File: src/rtl/ram_port_arbiter.sv
`default_nettype none
// ============================================================================
// Module   : ram_port_arbiter
// Purpose  : Two-requester arbiter/sequencer for a shared dual-read-port RAM.
//            Round-robin by default; fixed priority (requester 0) when the
//            RAM_ARB_FIXED_PRIO_EN macro is defined.
// Revision : 1.0 - initial release
// ============================================================================
module ram_port_arbiter #(
    parameter int ADDR_W = 4,
    parameter int DATA_W = 16,
    parameter int IN_W   = 4
) (
    input  logic              clk,
    input  logic              rst,

    input  logic              r0_req,
    input  logic              r0_we,
    input  logic [ADDR_W-1:0] r0_addr_a,
    input  logic [ADDR_W-1:0] r0_addr_b,
    input  logic [IN_W-1:0]   r0_wdata,
    output logic              r0_gnt,
    output logic              r0_done,
    output logic [DATA_W-1:0] r0_rdata_a,
    output logic [DATA_W-1:0] r0_rdata_b,

    input  logic              r1_req,
    input  logic              r1_we,
    input  logic [ADDR_W-1:0] r1_addr_a,
    input  logic [ADDR_W-1:0] r1_addr_b,
    input  logic [IN_W-1:0]   r1_wdata,
    output logic              r1_gnt,
    output logic              r1_done,
    output logic [DATA_W-1:0] r1_rdata_a,
    output logic [DATA_W-1:0] r1_rdata_b,

    output logic [ADDR_W-1:0] addr_a,
    output logic [ADDR_W-1:0] addr_b,
    output logic [IN_W-1:0]   in_data,
    output logic              write_en,
    input  logic [DATA_W-1:0] data_a,
    input  logic [DATA_W-1:0] data_b
);

    localparam logic [1:0] c_st_idle   = 2'd0;
    localparam logic [1:0] c_st_access = 2'd1;
    localparam logic [1:0] c_st_done   = 2'd2;

    logic [1:0]        r_state;
    logic [1:0]        w_state_nxt;
    logic              r_win;
    logic              r_last;
    logic              r_write_en;
    logic [ADDR_W-1:0] r_addr_a;
    logic [ADDR_W-1:0] r_addr_b;
    logic [IN_W-1:0]   r_in_data;
    logic [DATA_W-1:0] r_r0_rdata_a;
    logic [DATA_W-1:0] r_r0_rdata_b;
    logic [DATA_W-1:0] r_r1_rdata_a;
    logic [DATA_W-1:0] r_r1_rdata_b;

    logic              w_any_req;
    logic              w_both_req;
    logic              w_pick;
    logic              w_win_req;
    logic              w_grant;
    logic              w_capture;
    logic              w_sel_we;
    logic [ADDR_W-1:0] w_sel_addr_a;
    logic [ADDR_W-1:0] w_sel_addr_b;
    logic [IN_W-1:0]   w_sel_wdata;

    assign w_any_req  = r0_req | r1_req;
    assign w_both_req = r0_req & r1_req;

`ifdef RAM_ARB_FIXED_PRIO_EN
    // Requester 0 always wins a tie; the pointer is kept only for visibility.
    logic w_unused_last;
    assign w_unused_last = r_last;
    assign w_pick        = w_both_req ? 1'b0 : r1_req;
`else
    assign w_pick = w_both_req ? ~r_last : r1_req;
`endif

    assign w_win_req    = r_win ? r1_req : r0_req;
    assign w_grant      = (r_state == c_st_idle) && w_any_req;
    assign w_capture    = (r_state == c_st_access) && !r_write_en;

    assign w_sel_we     = w_pick ? r1_we     : r0_we;
    assign w_sel_addr_a = w_pick ? r1_addr_a : r0_addr_a;
    assign w_sel_addr_b = w_pick ? r1_addr_b : r0_addr_b;
    assign w_sel_wdata  = w_pick ? r1_wdata  : r0_wdata;

    // State register
    always_ff @(posedge clk) begin
        if (rst) begin
            r_state <= c_st_idle;
        end else begin
            r_state <= w_state_nxt;
        end
    end

    // Next-state logic
    always_comb begin
        w_state_nxt = r_state;
        case (r_state)
            c_st_idle: begin
                if (w_any_req) begin
                    w_state_nxt = c_st_access;
                end
            end
            c_st_access: begin
                w_state_nxt = c_st_done;
            end
            c_st_done: begin
                if (!w_win_req) begin
                    w_state_nxt = c_st_idle;
                end
            end
            default: begin
                w_state_nxt = c_st_idle;
            end
        endcase
    end

    // Output decode
    always_comb begin
        r0_gnt  = 1'b0;
        r1_gnt  = 1'b0;
        r0_done = 1'b0;
        r1_done = 1'b0;
        case (r_state)
            c_st_access: begin
                r0_gnt = ~r_win;
                r1_gnt = r_win;
            end
            c_st_done: begin
                r0_gnt  = ~r_win;
                r1_gnt  = r_win;
                r0_done = ~r_win;
                r1_done = r_win;
            end
            default: begin
                r0_gnt = 1'b0;
                r1_gnt = 1'b0;
            end
        endcase
    end

    // Arbitration bookkeeping
    always_ff @(posedge clk) begin
        if (rst) begin
            r_win  <= 1'b0;
            r_last <= 1'b1;
        end else if (w_grant) begin
            r_win  <= w_pick;
            r_last <= w_pick;
        end
    end

    // RAM-side port registers, loaded once per transaction from the winner
    always_ff @(posedge clk) begin
        if (rst) begin
            r_addr_a   <= '0;
            r_addr_b   <= '0;
            r_in_data  <= '0;
            r_write_en <= 1'b0;
        end else if (w_grant) begin
            r_addr_a   <= w_sel_addr_a;
            r_addr_b   <= w_sel_addr_b;
            r_in_data  <= w_sel_wdata;
            r_write_en <= w_sel_we;
        end else if (r_state == c_st_access) begin
            r_write_en <= 1'b0;
        end
    end

    // Read-data capture at the closing edge of ACCESS, reads only
    always_ff @(posedge clk) begin
        if (rst) begin
            r_r0_rdata_a <= '0;
            r_r0_rdata_b <= '0;
            r_r1_rdata_a <= '0;
            r_r1_rdata_b <= '0;
        end else if (w_capture) begin
            if (r_win) begin
                r_r1_rdata_a <= data_a;
                r_r1_rdata_b <= data_b;
            end else begin
                r_r0_rdata_a <= data_a;
                r_r0_rdata_b <= data_b;
            end
        end
    end

    assign addr_a     = r_addr_a;
    assign addr_b     = r_addr_b;
    assign in_data    = r_in_data;
    // Reset masks the strobe so a write caught by reset at its closing edge is dropped
    assign write_en   = r_write_en & ~rst;

    assign r0_rdata_a = r_r0_rdata_a;
    assign r0_rdata_b = r_r0_rdata_b;
    assign r1_rdata_a = r_r1_rdata_a;
    assign r1_rdata_b = r_r1_rdata_b;

endmodule
`default_nettype wire

File: config.mk
export PLATFORM = sky130hd
export DESIGN_NAME = ram_port_arbiter
export DESIGN_NICKNAME = d
export VERILOG_FILES = /design/src/rtl/ram_port_arbiter.sv
export SDC_FILE = /design/constraint.sdc
export NUM_CORES = 1
export LEC_CHECK = 0
export BUFFER_PORTS_ARGS = -buffer_cell sky130_fd_sc_hd__buf_2
export CORE_UTILIZATION = 45
export CTS_CLUSTER_SIZE = 8
export DETAILED_ROUTE_END_ITERATION = 10
export GPL_ROUTABILITY_DRIVEN = 0
export PLACE_DENSITY = 0.88
export SYNTH_ARGS = -nofsm -noshare
export SYNTH_HDL_FRONTEND = slang
export SYNTH_SLANG_ARGS = --single-unit
File: constraint.sdc
create_clock -name clk -period 3.41 [get_ports clk]
set_input_delay 0.1705 -clock clk [delete_from_list [all_inputs] [get_ports clk]]
set_output_delay 0.1705 -clock clk [all_outputs]
set_load 0.05 [all_outputs]
### Yosys cells after proc, flatten, opt, wreduce, memory -nomap -nowiden

Cells that the tools add are included.
W data, S select, Z words.

| storage, ports and cells | value |
|---|---|
| register bits | 81 |
| latch bits | 0 |
| RAM bits | 0 |
| memory bits (read-only) | 0 |
| bits of input ports | 62 |
| logic and storage cells | 45 |
| memories | 0 |

| operators by class | value |
|---|---|
| $add $sub $neg | 0 |
| multiply operators | 0 |
| div/mod/pow operators | 0 |
| order comparisons | 0 |
| eq/ne operators | 4 |
| shift-type cells | 0 |
| multiplexer cells | 15 |
| bitwise gates (word level) | 6 |
| reduce and logical (&&, ||, !) cells | 9 |

Operators by type and width:

| cell | count |
|---|---|
| $mux W4 | 3 |
| $mux W1 | 9 |
| $pmux W2 S3 | 1 |
| $reduce_and A2 Y1 | 3 |
| $mux W2 | 2 |
| $ne A2 B2 Y1 const B | 2 |
| $not A1 Y1 | 3 |
| $and A1 B1 Y1 | 2 |
| $eq A2 B1 Y1 const B | 1 |
| $eq A2 B2 Y1 const B | 1 |
| $logic_and A1 B1 Y1 | 2 |
| $logic_not A2 Y1 | 1 |
| $reduce_bool A2 Y1 | 1 |
| $reduce_or A2 Y1 | 1 |
| $logic_not A1 Y1 | 1 |
| $or A1 B1 Y1 | 1 |

### Logic depth before layout (Yosys ltp)

Gate-level depths: netlist of the first run.

| logic depth | value |
|---|---|
| depth after elaboration | 4 |
| mapped depth | 7 |
| gate-level depth less buffers | 5 |

### Worst setup path after synthesis of the first run

No wires, ideal clock.

| timing | value |
|---|---|
| kind | reg-to-output |
| start | register r_state[0] |
| end | output r0_gnt |
| arrival time | 1403 ps |
| slack | 1837 ps |
| stages on the path, launching flop included | 4 |
| path buffers | 0 |
| cells stage by stage | dfxtp_1 > inv_1 > ha_1 > nor2b_1 |

| on the way | value |
|---|---|
| cells in the longest elaborated chain, start to end | 3 |
| elaborated cells on any way between the ends | 4 |
| classes of those cells | eq/ne (2); mux (1); reduce/logical (1) |

RTL lines:

| item | RTL line | RTL |
|---|---|---|
| start, declared | 49 | `logic [1:0] r_state;` |
| start signal, assigned | 97 | `r_state <= c_st_idle;` |
| start signal, assigned | 99 | `r_state <= w_state_nxt;` |
| $eq A2 B1 Y1 / $eq A2 B2 Y1 (equally long branches) | 132 | `case (r_state)` |
| $reduce_or A2 Y1 (no line) (*) | - |  |
| $mux W1 (*) | - |  |
| end, declared | 22 | `output logic r0_gnt,` |

Every way passes the cells marked *; elsewhere a longest branch is shown, timed or not.

### Worst setup path in the final report of the first run

| timing | value |
|---|---|
| start | register r_state[1] |
| end | register r_r0_rdata_a[12] (netlist: r0_rdata_a[12]) |

| on the way | value |
|---|---|
| cells in the longest elaborated chain, start to end | 3 |

RTL lines:

| item | RTL line | RTL |
|---|---|---|
| $eq A2 B1 Y1 | 87 | `assign w_capture = (r_state == c_st_access) && !r_write_en;` |
| $logic_and A1 B1 Y1 | 87 |  |
| $reduce_and A2 Y1 (no line) | - |  |
| end signal, assigned | 190 | `r_r0_rdata_a <= data_a;` |
| end, declared | 57 | `logic [DATA_W-1:0] r_r0_rdata_a;` |

Every way passes these cells.
A chain may end at the register's enable or synchronous reset.

==> results of run 1 <==
path summary, 6_finish.rpt:
| check | from | endpoint | slack (ns) | cells past startpoint |
|---|---|---|---|---|
| worst max-delay path | r_state[1] | r0_rdata_a[12] | 1.51 | 5 |
| worst min-delay path | data_a[1] | r1_rdata_a[1] | 0.06 | 3 |
| worst max register to register | r_state[1] | r0_rdata_a[12] | 1.51 | 5 |
| worst min register to register | r1_rdata_b[3] | r1_rdata_b[3] | 0.45 | 2 |
synthesized netlist by cell type, drive strengths merged:
master	n
dfxtp	81
inv	4
and3b	1
a221oi	1
nor3b	1
mux2	1
ha	4
buf	12
a22oi	2
or3b	1
a32o	1
or2b	1
nand2b	5
nand3b	1
and2	2
nor2b	3
clkbuf	16
o21ai	1
a31oi	1
or2	1
a21boi	1
nor2	14
a211oi	12
nand2	128
o21a	1
mux2i	14
a21oi	65
cell families (layout without fill, tap and decap cells):
family | after synthesis | after routing | share of synthesized area
simple gates | 158 | 158 | 0.209
fa+ha+maj | 4 | 4 | 0.0161
mux | 15 | 15 | 0.0488
buf+inv | 32 | 166 | 0.0460
flops | 81 | 81 | 0.523
compound gates | 85 | 85 | 0.157
worst min-delay path, delay by kind of cell:
kind            cells  cell delay (ns)
buf+inv             1             0.10
simple gates        1             0.05
compound gates      1             0.05
area by class of cell:
type | count | area [um2] | share of cell area
clock buffer | 11 | 151 | 0.0374
clock inverter | 5 | 77.6 | 0.0192
inverter | 4 | 15.0 | 0.00371
multi-input combinational | 262 | 1340 | 0.332
sequential | 81 | 1620 | 0.401
tap | 77 | 96.3 | 0.0238
timing repair buffer | 146 | 741 | 0.183
flip-flops by register name (all words and copies together), names as in the netlist:
name and flops:
addr_a 4, r_last 1, r_win 1, in_data 4, r_write_en 1, r0_rdata_a 16, r1_rdata_b 16, addr_b 4
r_state 2, r1_rdata_a 16, r0_rdata_b 16
through the flow:
stage	std cells	hold slack (ns)	area (um2)
global placement	570	0.425	3810
detailed placement	570	0.430	3810
finish	586	0.0649	4040
floorplan	375	0.307	3100
global route	586	0.0480	4040
CTS	586	0.0513	4040
report_power, final:
group | switching [mW] | internal (mW) | total (mW) | leakage [nW]
clock | 0.336 | 0.450 | 0.786 | 0.115
combinational | 0.662 | 0.230 | 0.892 | 1.08
sequential | 0.0681 | 1.06 | 1.13 | 0.660
per-layer routing:
metal	share of wire	routed length, um	track usage
met5	0	0	0
met4	0.014	105	0.0832
met3	0.068	513	0.0642
met2	0.51	3840	0.375
met1	0.41	3040	0.228
==> impl_metrics.env, run 1 <==
export IMPL_status="finished, final reports clean"
export IMPL_crit_buf_inv=1
export IMPL_rsz0062_at_grt="false"
export IMPL_period_minus_slack_ns=1.90
export IMPL_n_fill_cell=586
export IMPL_coreArea_um2=6490
export IMPL_fin_crit_sh=0.556
export IMPL_syn_num_nets=441
export IMPL_end_kind="register"
export IMPL_clock_path_buffers=2
export IMPL_total_power_mw=2.80
export IMPL_grt_pass1_wl_um=11900
export IMPL_post_cts_resize_count=0
export IMPL_clk_pin_slew_ns=0.08
export IMPL_synthesis_area_um2=3100
export IMPL_syn_inst=375
export IMPL_final_cell_mix="142 x buf_2, 128 x nand2_1, 81 x dfxtp_1"
export IMPL_criticalPathCategory="reg2reg"
export IMPL_cp_slowest_cell="or3b_1"
export IMPL_fin_nets=570
export IMPL_tns_ns=0
export IMPL_max_freq_ghz=0.527
export IMPL_path_cells="inv_1, ha_1, or3b_1, nand2_1, a21oi_1"
export IMPL_grt_usage=0.208
export IMPL_drv_slew=0
export IMPL_cts_buffers=9
export IMPL_cpPeakStageDelay_ns=0.83
export IMPL_path_delay_family="simple AND/OR/NAND/NOR gates"
export IMPL_tritoncts="built"
export IMPL_portBuffers=142
export IMPL_yosysTopAreaCell="dfxtp_1"
export IMPL_vias=2946
export IMPL_skew_ns=0.00960
export IMPL_wl_per_cell_um=12.8
export IMPL_drtPass1Iterations=4
export IMPL_drive_above_1_share=0.326
export IMPL_ys_ff_latch=81
export IMPL_routed_wirelength_um=7490
export IMPL_placementRows=29
export IMPL_grt_overflow=0
export IMPL_start_util=0.477
export IMPL_drc=0
export IMPL_cts_root_buf="clkbuf_8"
export IMPL_yosysSeqAreaShare=0.523
export IMPL_pre_cts_slack_ns=1.49
export IMPL_critPathArrivalTime_ns=2.16
export IMPL_cts_setup_buffers=0
export IMPL_maxCapViolations=0
export IMPL_worstPathRequired_ns=3.67
export IMPL_final_util=0.623
export IMPL_fp_dieH_um=85.0
export IMPL_drt_initial_drc_count=112
export IMPL_cts_hold_buf=0
export IMPL_io_pins=143
export IMPL_finalHoldViolCount=0
export IMPL_grt_pass1_vias=2675
export IMPL_final_common_cell="buf_2"
export IMPL_num_antenna_cells=0
export IMPL_drtAntennaViolNets=0
export IMPL_cts_sinks=81
export IMPL_clock_latency_ns=0.35
export IMPL_p_leak_nw=1.85
export IMPL_die_w_um=85.0
export IMPL_dpl_hpwl_um=5460
export IMPL_ir_drop_mv=0.370
export IMPL_area_growth_pct=30.5
export IMPL_htree_levels=3
export IMPL_worstMarginPinSlew_ns=0.998
export IMPL_critPathMaxFanout=32
export IMPL_synth_top_area_share=0.523
export IMPL_avgSynthCellArea_um2=8.26
export IMPL_grt_max_degree=47
export IMPL_slew_headroom=0.335
export IMPL_synth_area_leaders="dfxtp_1 52%, nand2_1 16%, a21oi_1 10%"
export IMPL_synth_cell_type_count=29
export IMPL_ys_warn_count=0
export IMPL_dieArea_um2=7220
export IMPL_hold_class="in2reg"
export IMPL_power_density_nw_per_um2=693
export IMPL_drt_vias_per_instance=5.03
export IMPL_setup_ws_ns=1.51
export IMPL_antenna_found_initial=0
export IMPL_crit_path_start_kind="register"
export IMPL_setup_viol=0
Note: power is estimated with default switching activity, not from simulation.
==> run 2, diff against run 1 <==
==> constraint.sdc (replaced) <==
create_clock -name clk -period 1.9 [get_ports clk]
set_input_delay 0.095 -clock clk [delete_from_list [all_inputs] [get_ports clk]]
set_output_delay 0.095 -clock clk [all_outputs]
set_load 0.05 [all_outputs]
==> impl_metrics.env, run 2 (synthesis gave the netlist of run 1 again) <==
export IMPL_fin_cells=623
export IMPL_drv_slew=0
export IMPL_clock_latency_ns=0.34
export IMPL_skew_ns=0.00924
export IMPL_cp_endpoint="r0_gnt"
export IMPL_criticalPathCategory="reg2out"
export IMPL_maxCapViolations=0
export IMPL_period_minus_slack_ns=1.59
export IMPL_grt_max_degree=49
export IMPL_r2r_cells=6
export IMPL_drtPass1Iterations=4
export IMPL_finalInstanceArea_um2=4390
export IMPL_regArea_um2=1620
export IMPL_wl_per_cell_um=13.1
export IMPL_grt_usage=0.227
export IMPL_die_w_um=85.0
export IMPL_path_cells="inv_1, ha_1, nor2b_1, buf_2"
export IMPL_start_util=0.477
export IMPL_crit_start="r_state[0]"
export IMPL_multiInputGateArea_um2=1340
export IMPL_rsz0062_at_grt="false"
export IMPL_routed_wirelength_um=8160
export IMPL_placementRows=29
export IMPL_cpPeakStageDelay_ns=0.38
export IMPL_status="finished, final reports clean"
export IMPL_vias=3141
export IMPL_finalHoldViolCount=0
export IMPL_slew_headroom=0.444
export IMPL_ir_drop_mv=0.718
export IMPL_clk_pin_slew_ns=0.08
export IMPL_whs_ns=0.0917
export IMPL_area_growth_pct=41.5
export IMPL_cts_buffers=9
export IMPL_clock_path_buffers=2
export IMPL_hold_class="in2reg"
export IMPL_worstMarginPinSlew_ns=0.834
export IMPL_crit_buf_inv=2
export IMPL_coreArea_um2=6490
export IMPL_antenna_found_initial=0
export IMPL_grt_pass1_vias=2951
export IMPL_critical_path_depth=4
export IMPL_total_power_mw=4.95
export IMPL_fin_crit_sh=0.839
export IMPL_io_pins=143
export IMPL_tns_ns=0
export IMPL_drc=0
export IMPL_n_fill_cell=546
export IMPL_num_antenna_cells=0
export IMPL_setup_viol=0
export IMPL_post_place_cells=576
export IMPL_critPathArrivalTime_ns=1.50
export IMPL_power_density_nw_per_um2=1130
export IMPL_htree_levels=3
export IMPL_final_common_cell="buf_2"
export IMPL_rrSetupSlack_ns=0.32
export IMPL_fp_dieH_um=85.0
export IMPL_post_cts_resize_count=0
export IMPL_cts_sinks=81
export IMPL_dieArea_um2=7220
export IMPL_end_kind="output pin"
export IMPL_final_cell_mix="142 x buf_2, 128 x nand2_1, 81 x dfxtp_1"
export IMPL_dpl_hpwl_um=5500
export IMPL_cp_slowest_cell="dfxtp_1"
export IMPL_drtAntennaViolNets=0
export IMPL_tritoncts="built"
export IMPL_worstPathRequired_ns=1.80
export IMPL_worstReg2RegStart="r_state[0]"
export IMPL_drive_above_1_share=0.313
export IMPL_crit_path_start_kind="register"
export IMPL_drt_initial_drc_count=104
export IMPL_r2r_end="addr_b[1]"
export IMPL_dpl_cell_area_um2=3870
export IMPL_cts_root_buf="clkbuf_8"
export IMPL_path_delay_family="flip-flops"
export IMPL_max_freq_ghz=0.627
export IMPL_grt_pass1_wl_um=12900
export IMPL_fin_nets=608
export IMPL_drt_vias_per_instance=5.04
export IMPL_grt_overflow=0
export IMPL_critPathMaxFanout=4
export IMPL_portBuffers=142
export IMPL_p_leak_nw=2.00
==> run 2: final cells by class <==
class,instances,share of cell area
Clock buffer,10,0.0314
Clock inverter,5,0.0128
Inverter,4,0.00342
Multi-Input combinational cell,262,0.306
Sequential cell,81,0.370
Tap cell,77,0.0220
Timing Repair Buffer,184,0.255
==> run 2: where the power goes <==
group	switching [mW]	internal [mW]	leakage, nW
sequential	0.123	1.90	0.660
combinational	1.22	0.491	1.25
clock	0.582	0.633	0.0981
total	1.93	3.02	2.00
==> run 2: through the flow <==
| step | setup slack (ns) | utilization |
|---|---|---|
| 2_1_floorplan | 0.402 | - |
| 3_3_place_gp | 0.443 | 0.596 |
| 3_5_place_dp | 0.360 | 0.596 |
| 4_1_cts | 0.268 | 0.675 |
| 5_1_grt | 0.198 | 0.675 |
| 6_report | 0.305 | 0.675 |
==> run 2: worst register-to-register path, cell delays in order, from the launching register on <==
cell and delay (ns):
dfxtp_1 0.34, inv_1 0.09, ha_1 0.31, o21a_1 0.17
buf_4 0.24, nor2_1 0.08, a211oi_1 0.25
==> run 2: timing repair <==
item / in CTS / in global routing
hold buffers: 32 / 0
endpoints found under the hold margin: 58 / 0
setup buffers: 0 / 0
==> run 2: worst min path at each step <==
stage                       from              to  slack [ns]  cells after the start
global route         r0_wdata[0]      in_data[0]        0.09                      3
detailed placement    data_a[11]  r1_rdata_a[11]        0.35                      3
floorplan             data_b[10]  r0_rdata_b[10]        0.23                      2
finish              r0_addr_b[0]       addr_b[0]        0.09                      3
global placement       data_a[5]   r0_rdata_a[5]        0.35                      3
CTS                  r0_wdata[0]      in_data[0]        0.07                      3
==> run 2: per-layer routing <==
| layer | track usage | part of all wire | vias up |
|---|---|---|---|
| li1 | - | - | 1559 |
| met1 | 0.247 | 0.40 | 1423 |
| met2 | 0.416 | 0.51 | 140 |
| met3 | 0.0525 | 0.069 | 19 |
| met4 | 0.108 | 0.023 | 0 |
| met5 | 0 | 0 | - |
